## src/rtl/uart_tx_arbiter_pkg.sv

```systemverilog
// Shared constants for the UART transmit arbiter.
package uart_tx_arbiter_pkg;

  // Width of one UART character.
  localparam int unsigned UART_BYTE_W = 8;

  // Default number of idle owner cycles before a held grant is revoked.
  localparam int unsigned LOCK_TIMEOUT_DEFAULT = 1024;

  // Width of the idle-cycle counter.
  localparam int unsigned IDLE_CNT_W = 16;

endpackage

```

## src/rtl/uart_tx_arbiter_rr_pick.sv

```systemverilog
// Combinational round-robin one-hot picker.
// The search starts at index (last+1) mod NUM_REQ. The lowest set bit of
// the rotated request vector wins.
module rr_pick #(
  parameter int unsigned NUM_REQ = 2
) (
  input  logic [NUM_REQ-1:0]         req,
  input  logic [$clog2(NUM_REQ)-1:0] last,
  output logic [NUM_REQ-1:0]         onehot
);

  logic [NUM_REQ-1:0] rot;
  logic [NUM_REQ-1:0] rot_first;
  logic               found;
  int unsigned        shamt;

  // Rotate so (last+1) sits at bit 0, take the first set bit, then rotate back.
  // Rotations use a doubled vector so each one is a single plain shift.
  always_comb begin
    shamt     = 32'(last) + 32'd1;
    rot       = NUM_REQ'({req, req} >> shamt);
    rot_first = '0;
    found     = 1'b0;
    for (int unsigned i = 0; i < NUM_REQ; i++) begin
      if (!found && rot[i]) begin
        rot_first[i] = 1'b1;
        found        = 1'b1;
      end
    end
    onehot = NUM_REQ'({rot_first, rot_first} >> (NUM_REQ - shamt));
  end

endmodule

```

## src/rtl/uart_tx_arbiter.sv

```systemverilog
// Arbitrates several byte requesters onto one UART transmitter. A winner
// keeps the grant for a whole burst. The grant ends when the burst completes
// or when the owner stays idle for LOCK_TIMEOUT cycles.
module uart_tx_arbiter
  import uart_tx_arbiter_pkg::*;
#(
  parameter int unsigned NUM_REQ      = 2,
  parameter int unsigned LOCK_TIMEOUT = LOCK_TIMEOUT_DEFAULT
) (
  input  logic                           clk,
  input  logic                           reset_n,
  input  logic [NUM_REQ*UART_BYTE_W-1:0] req_data,
  input  logic [NUM_REQ-1:0]             req_valid,
  input  logic [NUM_REQ-1:0]             req_last,
  output logic [NUM_REQ-1:0]             req_ready,
  output logic [UART_BYTE_W-1:0]         tx_data,
  output logic                           tx_valid,
  input  logic                           tx_ready,
  output logic [NUM_REQ-1:0]             grant,
  output logic                           timeout_pulse
);

  localparam int unsigned IDX_W = $clog2(NUM_REQ);

  typedef enum logic {
    IDLE   = 1'b0,
    LOCKED = 1'b1
  } state_e;

  state_e                 state_q, state_d;
  logic [NUM_REQ-1:0]     grant_q, grant_d;
  logic [IDX_W-1:0]       last_owner_q, last_owner_d;
  logic [IDLE_CNT_W-1:0]  idle_cnt_q, idle_cnt_d;
  logic                   timeout_q, timeout_d;

  logic [NUM_REQ-1:0]     pick_oh;
  logic [IDX_W-1:0]       owner_idx;
  logic                   owner_valid;
  logic                   owner_last;
  logic [UART_BYTE_W-1:0] owner_data;

  rr_pick #(.NUM_REQ(NUM_REQ)) u_rr_pick (
    .req    (req_valid),
    .last   (last_owner_q),
    .onehot (pick_oh)
  );

  // Select the owner's signals using the one-hot grant.
  always_comb begin
    owner_idx   = '0;
    owner_valid = 1'b0;
    owner_last  = 1'b0;
    owner_data  = '0;
    for (int unsigned i = 0; i < NUM_REQ; i++) begin
      if (grant_q[i]) begin
        owner_idx   = IDX_W'(i);
        owner_valid = req_valid[i];
        owner_last  = req_last[i];
        owner_data  = req_data[i*UART_BYTE_W +: UART_BYTE_W];
      end
    end
  end

  // State, grant, round-robin pointer, idle counter and timeout strobe.
  always_ff @(posedge clk or negedge reset_n) begin
    if (!reset_n) begin
      state_q      <= IDLE;
      grant_q      <= '0;
      last_owner_q <= IDX_W'(NUM_REQ - 1);
      idle_cnt_q   <= '0;
      timeout_q    <= 1'b0;
    end else begin
      state_q      <= state_d;
      grant_q      <= grant_d;
      last_owner_q <= last_owner_d;
      idle_cnt_q   <= idle_cnt_d;
      timeout_q    <= timeout_d;
    end
  end

  // Next-state logic: arbitrate in IDLE, then hold until the last byte or a timeout.
  always_comb begin
    state_d      = state_q;
    grant_d      = grant_q;
    last_owner_d = last_owner_q;
    idle_cnt_d   = idle_cnt_q;
    timeout_d    = 1'b0;
    unique case (state_q)
      IDLE: begin
        idle_cnt_d = '0;
        if (|req_valid) begin
          state_d = LOCKED;
          grant_d = pick_oh;
        end
      end
      LOCKED: begin
        if (owner_valid) begin
          idle_cnt_d = '0;
          if (tx_ready && owner_last) begin
            state_d      = IDLE;
            grant_d      = '0;
            last_owner_d = owner_idx;
          end
        end else if (idle_cnt_q == IDLE_CNT_W'(LOCK_TIMEOUT - 1)) begin
          state_d      = IDLE;
          grant_d      = '0;
          last_owner_d = owner_idx;
          idle_cnt_d   = '0;
          timeout_d    = 1'b1;
        end else begin
          idle_cnt_d = idle_cnt_q + 1'b1;
        end
      end
      default: begin
        state_d = IDLE;
        grant_d = '0;
      end
    endcase
  end

  // Outputs: the owner is wired straight through to the transmitter, with no buffering.
  always_comb begin
    tx_valid      = (state_q == LOCKED) && owner_valid;
    tx_data       = (state_q == LOCKED) ? owner_data : '0;
    req_ready     = (state_q == LOCKED) ? (grant_q & {NUM_REQ{tx_ready}}) : '0;
    grant         = grant_q;
    timeout_pulse = timeout_q;
  end

endmodule
```

## config.mk

```make
export PLATFORM = sky130hd
export DESIGN_NAME = uart_tx_arbiter
export DESIGN_NICKNAME = d
export VERILOG_FILES = /design/src/rtl/uart_tx_arbiter_pkg.sv /design/src/rtl/uart_tx_arbiter_rr_pick.sv /design/src/rtl/uart_tx_arbiter.sv
export SDC_FILE = /design/constraint.sdc
export NUM_CORES = 1
export LEC_CHECK = 0
export BUFFER_PORTS_ARGS = -buffer_cell sky130_fd_sc_hd__buf_2
export CORE_ASPECT_RATIO = 0.8
export CORE_UTILIZATION = 30
export DETAILED_ROUTE_END_ITERATION = 8
export GPL_TIMING_DRIVEN = 0
export PLACE_DENSITY = 0.61
export REMOVE_ABC_BUFFERS = 1
export SLEW_MARGIN = 20
export SYNTH_ARGS = -nofsm -noshare
export SYNTH_HDL_FRONTEND = slang
export SYNTH_SLANG_ARGS = --single-unit
```

## constraint.sdc

```tcl
create_clock -name clk -period 3.3 [get_ports clk]
set_input_delay 0.495 -clock clk [delete_from_list [all_inputs] [get_ports clk]]
set_output_delay 0.495 -clock clk [all_outputs]
set_load 0.02 [all_outputs]
```

Word-level counts from Yosys, hierarchy flattened. Cells that the tools add are included.

Equal/unequal tests: 5. $add $sub $neg: 3. Muxes and demuxes: 30. Shift-type cells: 2. Bitwise logic cells: 2. Reductions and logical operators: 8.

Operator list (count): right shift 4 x 32 -> 2 bit (2); two-way mux 16 bit (2); case mux 16 bit (2 select lines) (1); subtractor 2 x 32 -> 32 bit (first input constant) (1); two-way mux 8 bit (3); two-way mux 1 bit (17); adder 16 x 1 -> 16 bit (second input constant) (1); == test 16 x 10 -> 1 bit (second input constant) (1); two-way mux 2 bit (5); AND reduction 3 bit (2); case mux 2 bit (2 select lines) (1); logical AND 1 bit (3); != test 3 x 1 -> 1 bit (second input constant) (1); != test 3 x 2 -> 1 bit (second input constant) (1); adder 1 x 1 -> 2 bit (second input constant) (1); bitwise AND 2 bit (1); != test 2 x 1 -> 1 bit (second input constant) (1); != test 2 bit (second input constant) (1); case mux 1 bit (2 select lines) (1); nonzero test 2 bit (1); OR reduction 2 bit (1); zero test 1 bit (1); inverter 1 bit (1).

Word-level logic and storage cells: 55. Output and inout port bits: 14. Bits of input ports: 23. Register bits after elaboration: 21.

Longest topological paths before layout.
Depth after elaboration: 9. Mapped depth: 7.

Hierarchy. Synthesis repeated with hierarchy kept, for this count alone.

Cells, all modules: 135. Area, all modules: 1234.9 sq um.

Modules (own cells, without submodules): uart_tx_arbiter (sequential area each 526.8 sq um, cells each 132, times used 1, area an instance 1216.2 sq um); rr_pick (sequential area each 0.0 sq um, cells each 3, times used 1, area an instance 18.8 sq um).

Least setup slack after synthesis. OpenSTA, ideal clock, no wires.

Path type: register to output. Start: register grant_q[0] (netlist: grant[0]). End: output port tx_data[0]. Cell stages (with the launch flop): 5. Data arrival time: 1.268 ns. Setup slack: 1.537 ns. Buffers on the path: 1. Cells stage by stage: dfrtp_1 -> nor2b_1 -> clkbuf_1 -> a22oi_1 -> nor2_1.

Cells in the longest elaborated chain, start to end: 3.

Ends and longest elaborated chain: start: declaration (line uart_tx_arbiter.sv:31) `logic [NUM_REQ-1:0] grant_q, grant_d;`; start signal: assignment (line uart_tx_arbiter.sv:74) `grant_q <= grant_d;`; two-way mux 8 bit (2 in a row) (line uart_tx_arbiter.sv:55) `if (grant_q[i]) begin`; two-way mux 8 bit (line uart_tx_arbiter.sv:124) `tx_data = (state_q == LOCKED) ? owner_data : '0;`; end: declaration (line uart_tx_arbiter.sv:16) `output logic [UART_BYTE_W-1:0] tx_data,`.

No other way between the ends.

Worst setup path after layout.
Start: register grant_q[1] (netlist: grant[1]). End: output port tx_data[2].

Cells in the longest elaborated chain, start to end: 2.

Ends and longest elaborated chain (line): two-way mux 8 bit (uart_tx_arbiter.sv:55); two-way mux 8 bit (uart_tx_arbiter.sv:124).

No other way between the ends.

==> impl_metrics.env <==
export IMPL_status="complete, no violations"
export IMPL_synth_area_sq_mm=0.00124
export IMPL_viasPerCell=4.90
export IMPL_rsz0062_at_grt="no"
export IMPL_worst_slew_pin_transition_ns=0.601
export IMPL_p_int_mw=0.537
export IMPL_hold_buffers=0
export IMPL_ff2ff_path_depth=5
export IMPL_drt_pass1_iter_count=5
export IMPL_die_w_um=74.0
export IMPL_fillers=397
export IMPL_ant_nets=0
export IMPL_clk_pin_slew_ns=0.07
export IMPL_gr_usage_all_layers=0.135
export IMPL_drive_gt1_frac=0.274
export IMPL_crit_arrival_ns=1.76
export IMPL_wl_per_cell_um=12.1
export IMPL_crit_required_ns=2.80
export IMPL_finalCritPeriodShare=0.682
export IMPL_r2r_slack_ns=1.30
export IMPL_hold_viol_final=0
export IMPL_fin_worst_skew_ns=0.00101
export IMPL_cts_tree="done"
export IMPL_synthesis_instances=136
export IMPL_clk_latency_ns=0.25
export IMPL_worstSetupPathType="flip-flop to output port"
export IMPL_drt_initial_drc_count=66
export IMPL_design_area_sq_mm=0.00149
export IMPL_slew_headroom=0.600
export IMPL_clkPwrFrac=0.175
export IMPL_final_cell_count_no_fill=223
export IMPL_cts_resized=0
export IMPL_startpoint="grant[1]$_DFFE_PN0P_"
export IMPL_clockRootBuffer="clkbuf_8"
export IMPL_drc=0
export IMPL_gp_congestion=0.769
export IMPL_multi_input_area_sq_um=651
export IMPL_p_sw_mw=0.394
export IMPL_r2r_start="idle_cnt_q[0]$_DFF_PN0_"
export IMPL_num_rows=20
export IMPL_ys_seq_area_frac=0.424
export IMPL_setup_viol=0
export IMPL_io_pins=37
export IMPL_final_common_cell="buf_2"
export IMPL_antenna_found_initial=0
export IMPL_cap_violations=0
export IMPL_start_util=0.321
export IMPL_max_freq_ghz=0.444
export IMPL_setup_tns_ns=0
export IMPL_setup_worst_path_start_class="flip-flop"
export IMPL_area_delta_synth_final_pct=19.5
export IMPL_syn_area_per_cell_sq_um=9.14
export IMPL_slew_viol_final=0
export IMPL_via_count=1092
export IMPL_p_leak_nw=0.708
export IMPL_cts_buffers=3
export IMPL_synth_top_area_frac=0.402
export IMPL_dieHeight_um=59.6
export IMPL_grt_max_degree=22
export IMPL_p_per_area_mw_per_mm2=626
export IMPL_synth_warnings=0
export IMPL_holdCritPathClass="input pin to asynchronous set/reset pin"
export IMPL_seqPwrFrac=0.415
export IMPL_ys_types=40
export IMPL_dp_hpwl_um=2000
export IMPL_io_buffer_count=36
export IMPL_synth_top_area_cell="dfrtp_1"
export IMPL_hold_slack_ns=0.186
export IMPL_post_cts_setup_buffer_count=0
export IMPL_synth_area_leaders="dfrtp_1 (40%), nor2_1 (8.1%), xor2_1 (5.6%), a22oi_1 (4.8%), nand4_1 (3.5%)"
export IMPL_ff_latch_area_sq_um=527
export IMPL_htree_levels=1
export IMPL_power_switching_share=0.423
export IMPL_num_antenna_cells=0
export IMPL_post_place_ws_ns=1.31
export IMPL_layout_common_cells="buf_2 (36), nor2_1 (27), dfrtp_1 (20)"
export IMPL_placed_area_sq_mm=0.00144
export IMPL_placedCellCount=219
export IMPL_end_kind="output port"
export IMPL_r2r_end="idle_cnt_q[2]$_DFF_PN0_"
export IMPL_grt_pass1_wl_um=4510
export IMPL_path_max_fanout=19
export IMPL_ys_ff_latch=21
export IMPL_combPwrFrac=0.411
export IMPL_routed_wl_um=2700
export IMPL_first_global_vias=942
export IMPL_cts_sinks=21
export IMPL_ir_drop_uv=187
export IMPL_nNetsFinal=193
export IMPL_fin_crit_ns=2.25
export IMPL_core_sq_mm=0.00388
export IMPL_fp_dieArea_sq_mm=0.00441
export IMPL_grt_ovfl_total=0
export IMPL_layout_setup_ws_ns=1.05
export IMPL_cts_buffer_depth=2
[cells by family after synthesis]
family	Yosys count	synth area share
and+or+nand+nor	69	0.304
DFF	21	0.424
AOI/OAI and AO/OA	19	0.109
xor gates and xnor gates	13	0.0915
buffers and inverters	12	0.0533
muxes	1	0.00905
adders and majority gates	1	0.0101
[cell usage after synthesis]
cell,count
o2111ai_1,1
mux2_2,1
and3_1,4
a22oi_1,8
nor4_1,4
buf_4,3
o21a_1,1
clkbuf_1,2
nand3_1,7
ha_1,1
xor2_1,8
o22ai_1,1
o21ai_0,2
xnor2_1,5
nor2b_1,1
o21ai_1,1
and4b_1,1
nand4_1,7
nor3_1,2
dfstp_2,1
inv_1,3
o211ai_1,1
a21oi_1,2
dfrtp_1,20
nor2_1,27
and4bb_2,1
buf_6,1
and4_1,2
clkinv_1,1
and2_1,2
o31ai_1,1
nand2b_1,1
o22ai_2,1
and4_2,1
or3_1,1
nand2_1,5
nand4_2,1
nor3b_1,1
buf_2,2
nand3_4,1
[metrics by stage]
step	power, mW	util
after CTS	0.941	0.383
after global routing	1.01	0.383
final	0.931	0.383
after global placement	0.771	0.372
after floorplan	0.637	-
after detailed placement	0.772	0.372
[worst max path at each step]
stage,endpoint,slack [ns],depth (start not counted)
after floorplan,tx_data[0],1.42,3
after global placement,tx_data[1],1.29,4
after detailed placement,idle_cnt_q[9]$_DFF_PN0_,1.31,5
after CTS,tx_data[2],1.05,4
after global routing,tx_data[5],0.85,4
final,tx_data[2],1.05,4
[sequential cells by signal, indices dropped and copies added, names as in the netlist]
register	flops
grant	2
state_q	1
idle_cnt_q	16
timeout_pulse	1
last_owner_q	1
[power groups by stage]
stage / clock, mW / combinational [mW] / sequential (mW)
global route: 0.183 / 0.425 / 0.401
global placement: 0 / 0.381 / 0.390
finish: 0.163 / 0.382 / 0.386
detailed placement: 0 / 0.383 / 0.389
floorplan: 0 / 0.254 / 0.383
CTS: 0.172 / 0.386 / 0.384
[worst max-delay path, stage by stage (launching register included)]
cell and delay (ns):
dfrtp_1 0.57, nor2b_1 0.50, a22oi_1 0.15, nor2_1 0.11, buf_2 0.17
[per-layer routing]
layer	global-route usage	vias to the layer above	share of wire
li1	-	548	-
met1	0.211	513	0.53
met2	0.174	27	0.42
met3	0.0408	4	0.035
met4	0.0330	0	0.011
met5	0	-	0
[area by class of cell]
class,instances,share of cell area
multi-input cells,103,0.438
flip-flops and latches,21,0.354
repair buffers,36,0.121
well taps,55,0.0463
clock buffers,4,0.0303
inverters,4,0.0101
No activity file was read; power rests on OpenSTA's default activity.
